[config.mk]
export PLATFORM = sky130hd
export DESIGN_NAME = stg4mo
export DESIGN_NICKNAME = d
export VERILOG_FILES = /design/src/rtl/stg4mo_pkg.sv /design/src/rtl/stg4mo_waitcnt.sv /design/src/rtl/stg4mo.sv
export SDC_FILE = /design/constraint.sdc
export NUM_CORES = 1
export LEC_CHECK = 0
export BUFFER_PORTS_ARGS = -buffer_cell sky130_fd_sc_hd__buf_2
export CAP_MARGIN = 10
export CORE_AREA = 2 2 106 108
export DETAILED_ROUTE_END_ITERATION = 12
export DIE_AREA = 0 0 108 110
export GPL_ROUTABILITY_DRIVEN = 0
export PLACE_DENSITY_LB_ADDON = 0.25
export SKIP_CTS_REPAIR_TIMING = 1
export SYNTH_ARGS = -nofsm -noshare
export SYNTH_HDL_FRONTEND = slang
export SYNTH_SLANG_ARGS = --single-unit
[constraint.sdc]
create_clock -name iw_clk -period 3.1 [get_ports iw_clk]
set_clock_uncertainty 0.15 [all_clocks]
set_input_delay 0.31 -clock iw_clk [delete_from_list [all_inputs] [get_ports iw_clk]]
set_output_delay 0.31 -clock iw_clk [all_outputs]
set_load 0.02 [all_outputs]
[src/rtl/stg4mo_pkg.sv]
// Shared widths, opcodes, FSM encoding and the mamo latch payload for the
// memory-operation stage.
package stg4mo_pkg;

    localparam int unsigned SIZE_ADDR   = 24;
    localparam int unsigned SIZE_DATA   = 24;
    localparam int unsigned SIZE_OPC    = 6;
    localparam int unsigned SIZE_TGT_GP = 4;
    localparam int unsigned SIZE_TGT_SR = 2;
    localparam int unsigned HBIT_ADDR   = SIZE_ADDR - 1;

    localparam logic [SIZE_OPC-1:0] OPC_NOP   = SIZE_OPC'(0);
    localparam logic [SIZE_OPC-1:0] OPC_A_ADD = SIZE_OPC'(1);
    localparam logic [SIZE_OPC-1:0] OPC_M_LD  = SIZE_OPC'(32);
    localparam logic [SIZE_OPC-1:0] OPC_M_ST  = SIZE_OPC'(33);

    typedef enum logic {
        MO_IDLE = 1'b0,
        MO_BUSY = 1'b1
    } mo_state_e;

    typedef struct packed {
        logic [SIZE_ADDR-1:0]   pc;
        logic [SIZE_DATA-1:0]   instr;
        logic [SIZE_OPC-1:0]    opc;
        logic [SIZE_TGT_GP-1:0] tgt_gp;
        logic                   tgt_gp_we;
        logic [SIZE_TGT_SR-1:0] tgt_sr;
        logic                   tgt_sr_we;
        logic [SIZE_DATA-1:0]   result;
    } mamo_t;

    function automatic logic is_mem_op(input logic [SIZE_OPC-1:0] opc);
        return (opc == OPC_M_LD) || (opc == OPC_M_ST);
    endfunction

endpackage

[src/rtl/stg4mo_waitcnt.sv]
// Wait counter for the memory stage: synchronous clear, increment, and a
// registered terminal flag that is high while the count equals P_WAIT_MAX-1.
module mo_waitcnt
    import stg4mo_pkg::*;
#(
    parameter int unsigned P_WAIT_MAX = 15
) (
    input  logic clk_i,
    input  logic rst_n_i,
    input  logic clr_i,
    input  logic inc_i,
    output logic term_o
);

    localparam int unsigned W = $clog2(P_WAIT_MAX + 1);

    logic [W-1:0] cnt_q, cnt_d;
    logic         term_q, term_d;

    always_comb begin
        cnt_d = cnt_q;
        if (clr_i) begin
            cnt_d = '0;
        end else if (inc_i) begin
            cnt_d = cnt_q + W'(1);
        end
        term_d = (cnt_d == W'(P_WAIT_MAX - 1));
    end

    // Terminal flag tracks the next count so it is valid in the same cycle.
    always_ff @(posedge clk_i or negedge rst_n_i) begin
        if (!rst_n_i) begin
            cnt_q  <= '0;
            term_q <= (P_WAIT_MAX == 1);
        end else begin
            cnt_q  <= cnt_d;
            term_q <= term_d;
        end
    end

    assign term_o = term_q;

endmodule

[src/rtl/stg4mo.sv]
// Memory-operation stage: passes ALU results through the mamo latch and runs
// the req/ack data-memory transaction for loads and stores, stalling upstream.
module stg4mo
    import stg4mo_pkg::*;
#(
    parameter int unsigned P_WAIT_MAX = 15
) (
    input  logic                   iw_clk,
    input  logic                   iw_rst_n,
    input  logic [SIZE_ADDR-1:0]   iw_pc,
    output logic [SIZE_ADDR-1:0]   ow_pc,
    input  logic [SIZE_DATA-1:0]   iw_instr,
    output logic [SIZE_DATA-1:0]   ow_instr,
    input  logic [SIZE_OPC-1:0]    iw_opc,
    output logic [SIZE_OPC-1:0]    ow_opc,
    input  logic [SIZE_TGT_GP-1:0] iw_tgt_gp,
    output logic [SIZE_TGT_GP-1:0] ow_tgt_gp,
    input  logic                   iw_tgt_gp_we,
    output logic                   ow_tgt_gp_we,
    input  logic [SIZE_TGT_SR-1:0] iw_tgt_sr,
    output logic [SIZE_TGT_SR-1:0] ow_tgt_sr,
    input  logic                   iw_tgt_sr_we,
    output logic                   ow_tgt_sr_we,
    input  logic [SIZE_DATA-1:0]   iw_result,
    input  logic [SIZE_DATA-1:0]   iw_st_data,
    output logic [SIZE_DATA-1:0]   ow_result,
    output logic                   ow_stall,
    output logic                   ow_mem_req,
    output logic                   ow_mem_we,
    output logic [SIZE_ADDR-1:0]   ow_mem_addr,
    output logic [SIZE_DATA-1:0]   ow_mem_wdata,
    input  logic                   iw_mem_ack,
    input  logic [SIZE_DATA-1:0]   iw_mem_rdata,
    output logic                   ow_mem_err
);

    mo_state_e state_q, state_d;
    mamo_t     lat_q, lat_d;
    logic      err_q, err_d;
    logic      is_mem, ack, term, cnt_clr, cnt_inc, stall;

    assign is_mem = is_mem_op(iw_opc);
    assign ack    = iw_mem_ack & is_mem;

    mo_waitcnt #(.P_WAIT_MAX(P_WAIT_MAX)) u_waitcnt (
        .clk_i  (iw_clk),
        .rst_n_i(iw_rst_n),
        .clr_i  (cnt_clr),
        .inc_i  (cnt_inc),
        .term_o (term)
    );

    always_comb begin
        state_d         = state_q;
        stall           = 1'b0;
        cnt_clr         = 1'b0;
        cnt_inc         = 1'b0;
        err_d           = 1'b0;
        lat_d.pc        = iw_pc;
        lat_d.instr     = iw_instr;
        lat_d.opc       = iw_opc;
        lat_d.tgt_gp    = iw_tgt_gp;
        lat_d.tgt_gp_we = iw_tgt_gp_we;
        lat_d.tgt_sr    = iw_tgt_sr;
        lat_d.tgt_sr_we = iw_tgt_sr_we;
        lat_d.result    = iw_result;

        case (state_q)
            MO_IDLE: begin
                cnt_clr = 1'b1;
                if (is_mem && !ack) begin
                    stall   = 1'b1;
                    state_d = MO_BUSY;
                end
            end
            MO_BUSY: begin
                if (!is_mem || ack) begin
                    state_d = MO_IDLE;
                end else if (term) begin
                    err_d   = 1'b1;
                    state_d = MO_IDLE;
                end else begin
                    stall   = 1'b1;
                    cnt_inc = 1'b1;
                end
            end
        endcase

        // Any memory op without ack (stall or abort) latches a bubble.
        if (is_mem) begin
            if (ack) begin
                if (iw_opc == OPC_M_ST) begin
                    lat_d.result    = SIZE_DATA'(iw_result[HBIT_ADDR:0]);
                    lat_d.tgt_gp_we = 1'b0;
                    lat_d.tgt_sr_we = 1'b0;
                end else begin
                    lat_d.result = iw_mem_rdata;
                end
            end else begin
                lat_d.opc       = OPC_NOP;
                lat_d.tgt_gp_we = 1'b0;
                lat_d.tgt_sr_we = 1'b0;
                lat_d.result    = '0;
            end
        end
    end

    always_ff @(posedge iw_clk or negedge iw_rst_n) begin
        if (!iw_rst_n) begin
            state_q <= MO_IDLE;
            lat_q   <= '0;
            err_q   <= 1'b0;
        end else begin
            state_q <= state_d;
            lat_q   <= lat_d;
            err_q   <= err_d;
        end
    end

    assign ow_pc        = lat_q.pc;
    assign ow_instr     = lat_q.instr;
    assign ow_opc       = lat_q.opc;
    assign ow_tgt_gp    = lat_q.tgt_gp;
    assign ow_tgt_gp_we = lat_q.tgt_gp_we;
    assign ow_tgt_sr    = lat_q.tgt_sr;
    assign ow_tgt_sr_we = lat_q.tgt_sr_we;
    assign ow_result    = lat_q.result;
    assign ow_mem_err   = err_q;

    assign ow_stall     = stall;
    assign ow_mem_req   = is_mem;
    assign ow_mem_we    = (iw_opc == OPC_M_ST);
    assign ow_mem_addr  = iw_result[HBIT_ADDR:0];
    assign ow_mem_wdata = iw_st_data;

endmodule

== Yosys cells after proc, flatten, opt, wreduce, memory -nomap -nowiden ==
Cells that the tools add are included.

* Register bits: 93
* Output and inout bits: 138

* Add/subtract/negate cells: 1
* Equal/unequal tests: 3
* Muxes and demuxes: 19
* Bitwise operators: 2
* Reduce and logical (&&, ||, !) cells: 5

{| class="wikitable"
|+ Operators by type and width
! kind !! number
|-
| $mux W25 || 2
|-
| $mux W24 || 1
|-
| $eq A6 B6 Y1 const B || 2
|-
| $mux W6 || 2
|-
| $mux W1 || 11
|-
| $mux W4 || 2
|-
| $add A4 B1 Y4 const B || 1
|-
| $eq A4 B4 Y1 const B || 1
|-
| $logic_not A1 Y1 || 2
|-
| $logic_or A1 B1 Y1 || 2
|-
| $pmux W1 S2 || 1
|-
| $and A1 B1 Y1 || 1
|-
| $logic_and A1 B1 Y1 || 1
|-
| $not A1 Y1 || 1
|}

== Longest topological paths before layout ==
* Word-level depth: 9
* Mapped depth: 6

== Hierarchy ==
From an unflattened synthesis, not the netlist that was laid out.

* Cell total of the unflattened synthesis: 238
* Area total of the unflattened synthesis: 3,434.5 sq um

{| class="wikitable"
|+ By module, submodules not included
! module !! times used !! cells each !! area each (sq um) !! seq. area each (sq um)
|-
| stg4mo || 1 || 218 || 3,191.8 || 2,202.1
|-
| mo_waitcnt || 1 || 20 || 242.7 || 125.1
|}

== Worst setup path after synthesis ==
Ideal clock, no wire load.

* Kind: input to output
* Start: input iw_opc[1]
* End: output ow_stall
* Arrival time: 1.474 ns
* Data required time: 2.640 ns
* Slack: 1.166 ns
* Stages on the path: 4
* Cells stage by stage: nor3_4 nand3b_4 buf_2 nor3b_1

* Longest elaborated chain between the ends: 7

{| class="wikitable"
|+ RTL lines
! what !! RTL line !! RTL
|-
| from (decl) || stg4mo.sv:14 || <nowiki>input logic [SIZE_OPC-1:0] iw_opc,</nowiki>
|-
| $eq A6 B6 Y1 || stg4mo_pkg.sv:34 || <nowiki>return (opc == OPC_M_LD) || (opc == OPC_M_ST);</nowiki>
|-
| $logic_or A1 B1 Y1 (*) || stg4mo_pkg.sv:34 ||
|-
| $and A1 B1 Y1 || stg4mo.sv:43 || <nowiki>assign ack = iw_mem_ack & is_mem;</nowiki>
|-
| $logic_not A1 Y1 || stg4mo.sv:71 || <nowiki>if (is_mem && !ack) begin</nowiki>
|-
| $logic_and A1 B1 Y1 || stg4mo.sv:71 ||
|-
| $mux W1 || stg4mo.sv:71 ||
|-
| $pmux W1 S2 (*) || stg4mo.sv:68 || <nowiki>case (state_q)</nowiki>
|-
| to (decl) || stg4mo.sv:27 || <nowiki>output logic ow_stall,</nowiki>
|}

Every way passes the cells marked *; elsewhere a longest branch is shown, timed or not.

== Worst setup path after layout ==
* Start: input iw_opc[1]
* End: output ow_mem_req

* Longest elaborated chain between the ends: 2

{| class="wikitable"
|+ RTL lines
! what !! RTL line !! RTL
|-
| $eq A6 B6 Y1 || stg4mo_pkg.sv:34 ||
|-
| $logic_or A1 B1 Y1 (*) || stg4mo_pkg.sv:34 ||
|-
| to (decl) || stg4mo.sv:28 || <nowiki>output logic ow_mem_req,</nowiki>
|}

Marked as above.

==> flow_summary.json <==
{
  "cts_sinks": 93,
  "wl_mm": 10.32,
  "drv_cap": 0,
  "cts_tree": "built",
  "grt_start_max_net_pins": 85,
  "via_count": 2874,
  "dr.pass1.iters": 4,
  "synth-seq-cells": 93,
  "antenna_found_initial": 1,
  "slew_viol_final": 0,
  "synthTopCellsByCount": "93 x dfrtp_1, 52 x nand2_1, 48 x buf_4, 23 x a22o_1, 20 x o21ai_1",
  "async_flop_share_pct": 100.0,
  "cp.buffers_inverters": 5,
  "fin_crit_sh_pct": 80.41,
  "first_iter_violations": 124,
  "synth.most_common_cell": "dfrtp_1",
  "grt_pass1_vias": 2480,
  "clock.fmax_mhz": 401.2,
  "area_growth_pct": 47.18,
  "worst_pin_slew_ns": 1.050,
  "ys_types": 31,
  "p_seq_share_pct": 50.4,
  "synth_nets": 424,
  "reg2reg_depth": 4,
  "holdWs_ns": -0.05801,
  "outcome": "finished, violations left",
  "numCtsBuffers": 9,
  "htreeDepth": 3,
  "power_density_nw_per_um2": 492.5,
  "violations": "hold timing",
  "io_buffers": 226,
  "fin_crit_ns": 2.493,
  "vias_per_cell": 4.335,
  "num_rows": 38,
  "power_frac_clock_pct": 32.7,
  "ys_seq_area_share_pct": 65.93,
  "worst_path_largest_cell_delay_ns": 0.53,
  "synth-main-ff-cell": "dfrtp_1",
  "finish.cell_count_without_fillers": 663,
  "num_antenna_cells": 0,
  "worst_setup_path_end_kind": "primary output",
  "cp_num_cells": 7,
  "power.switching_uw": 713.6,
  "grtUsageTotal_pct": 15.32,
  "clk_path_buf_depth": 2,
  "ys_top_cells_by_area": "dfrtp_1 66%, buf_4 10%, a22o_1 5.7%, nand2_1 5.5%, o21ai_1 2.8%",
  "hp-class": "in2async",
  "core_sq_um": 10700,
  "utilization_pct": 48.56,
  "grt_pass1_wl_mm": 13.35,
  "placedCellCount": 589,
  "p_sw_share_pct": 27.89,
  "clk_pin_slew_worst_paths_ns": 0.10,
  "drc": 0,
  "hold_viol_final": 27,
  "grt-ovfl-total": 0,
  "cp_max_fo": 53,
  "syn_area_sq_um": 3530,
  "fp.dieH_um": 110,
  "maxSlewHeadroom_pct": 29.98,
  "cts_root_buffer": "clkbuf_8",
  "post_drt_wl_per_cell_um": 15.57,
  "critPathTopFamily": "buffers and inverters",
  "yosys_warnings": 0,
  "syn_area_per_cell_sq_um": 12.34,
  "pwr-share-comb_pct": 16.9,
  "peakVddDrop_v": 0.0002335,
  "die_w_um": 108,
  "p_int_uw": 1845,
  "crit_chain": "dlygate4sd3_1 -> buf_2 -> nor3_4 -> nand3b_4 -> buf_4 -> inv_1 -> buf_2",
  "timing.setup.critical_path_class": "in2out",
  "grt_setup_unrepaired": "no",
  "arrival_ns": 2.03,
  "start_util_pct": 32.99,
  "synth_top_area_cell": "dfrtp_1",
  "clkLatencyLatePin_ns": 0.36,
  "cp.required_ns": 2.64,
  "ioPinCount": 275,
  "yosysTopAreaCellShare_pct": 65.93,
  "drive_gt1_share_pct": 47.42,
  "synth_edf_count": 0,
  "hpwlAfterDp_mm": 7.345,
  "synthCells": 286,
  "layout.nets": 656,
  "cpMostUsedCell": "buf_2",
  "cp_slowest_cell": "dlygate4sd3_1",
  "setup_viol": 0,
  "worstSetupStartpointType": "input port",
  "leakage_uw": 0.002662,
  "drtAntennaViolNets": 0,
  "setup_tns_ns": 0,
  "dieArea_sq_um": 11880
}
==> final cells by class <==
type | count | area, sq um
Multi-Input combinational cell | 126 | 749.5
Clock buffer | 9 | 123.9
Timing Repair Buffer | 286 | 1729
Fill cell | 966 | 5503
Inverter | 2 | 7.507
Tap cell | 140 | 175.2
Clock inverter | 7 | 82.58
Sequential cell | 93 | 2327
==> logic make-up after synthesis <==
group	count (synthesis)	synth area share, %
xor gates and xnor gates	3	0.7446
AOI/OAI and AO/OA	51	10.10
buffers and inverters	67	12.83
adders and majority gates	1	0.3544
DFF	93	65.93
and+or+nand+nor	70	9.748
muxes	1	0.2836
==> worst paths after layout <==
path                                     from            endpoint  slack [ns]
max reg2reg                  u_waitcnt.term_o    u_waitcnt.term_o        1.62
max in group asynchronous            iw_rst_n        ow_instr[11]        2.13
min in group iw_clk              iw_tgt_gp_we        ow_tgt_gp_we        0.02
min reg2reg                u_waitcnt.cnt_q[3]  u_waitcnt.cnt_q[3]        0.41
max                                 iw_opc[1]          ow_mem_req        0.61
min                                  iw_rst_n       ow_result[13]       -0.06
==> per-stage QoR <==
step	setup WS (ns)	total power [uW]	hold WS [ns]	cell area (sq um)
after global routing	0.5006	2685	0.01630	5195
after global placement	1.152	1686	0.2678	4408
final	0.6073	2559	-0.05801	5195
after CTS	1.140	2538	-0.1241	4614
after detailed placement	1.140	1693	0.2694	4408
after floorplan	1.166	1557	-0.1356	3530
==> flip-flops by register name, summed over array words and instances (netlist names) <==
name	flops
ow_tgt_sr_we	1
ow_mem_err	1
ow_tgt_gp_we	1
ow_tgt_gp	4
ow_result	24
u_waitcnt.term_o	1
ow_opc	6
ow_instr	24
ow_tgt_sr	2
u_waitcnt.cnt_q	4
state_q	1
ow_pc	24
==> layer usage <==
| metal | wire, um | part of all wire (%) | track usage (%) | vias up |
|---|---|---|---|---|
| met5 | 13 | 0.13 | 0 | - |
| met4 | 341 | 3.3 | 8.333 | 2 |
| met3 | 892 | 8.6 | 5.467 | 42 |
| met2 | 5454 | 53 | 27.54 | 139 |
| met1 | 3621 | 35 | 15.55 | 1336 |
| li1 | - | - | - | 1355 |
==> power by group through the flow <==
stage / Combinational (uW) / Clock (uW) / Sequential, uW
global route: 469 / 920 / 1300
floorplan: 156 / 0 / 1400
global placement: 373 / 0 / 1310
CTS: 380 / 869 / 1290
finish: 433 / 836 / 1290
detailed placement: 379 / 0 / 1310
==> cells in the final DEF (no fill, tap or decap), types with 2 or more instances in the layout <==
| cell | Yosys | routed |
|---|---|---|
| clkbuf_8 | 0 | 9 |
| buf_4 | 48 | 3 |
| dlygate4sd3_1 | 0 | 58 |
| nor2_1 | 3 | 3 |
| o21ai_0 | 3 | 3 |
| a22o_1 | 23 | 23 |
| buf_2 | 5 | 225 |
| o21ai_1 | 20 | 20 |
| inv_8 | 0 | 2 |
| dfrtp_1 | 93 | 93 |
| nor2b_1 | 2 | 2 |
| o21a_1 | 3 | 3 |
| and2_1 | 2 | 2 |
| xnor2_1 | 2 | 2 |
| nand3_1 | 3 | 3 |
| nand2_1 | 52 | 52 |
(Power assumes the default switching activity.)
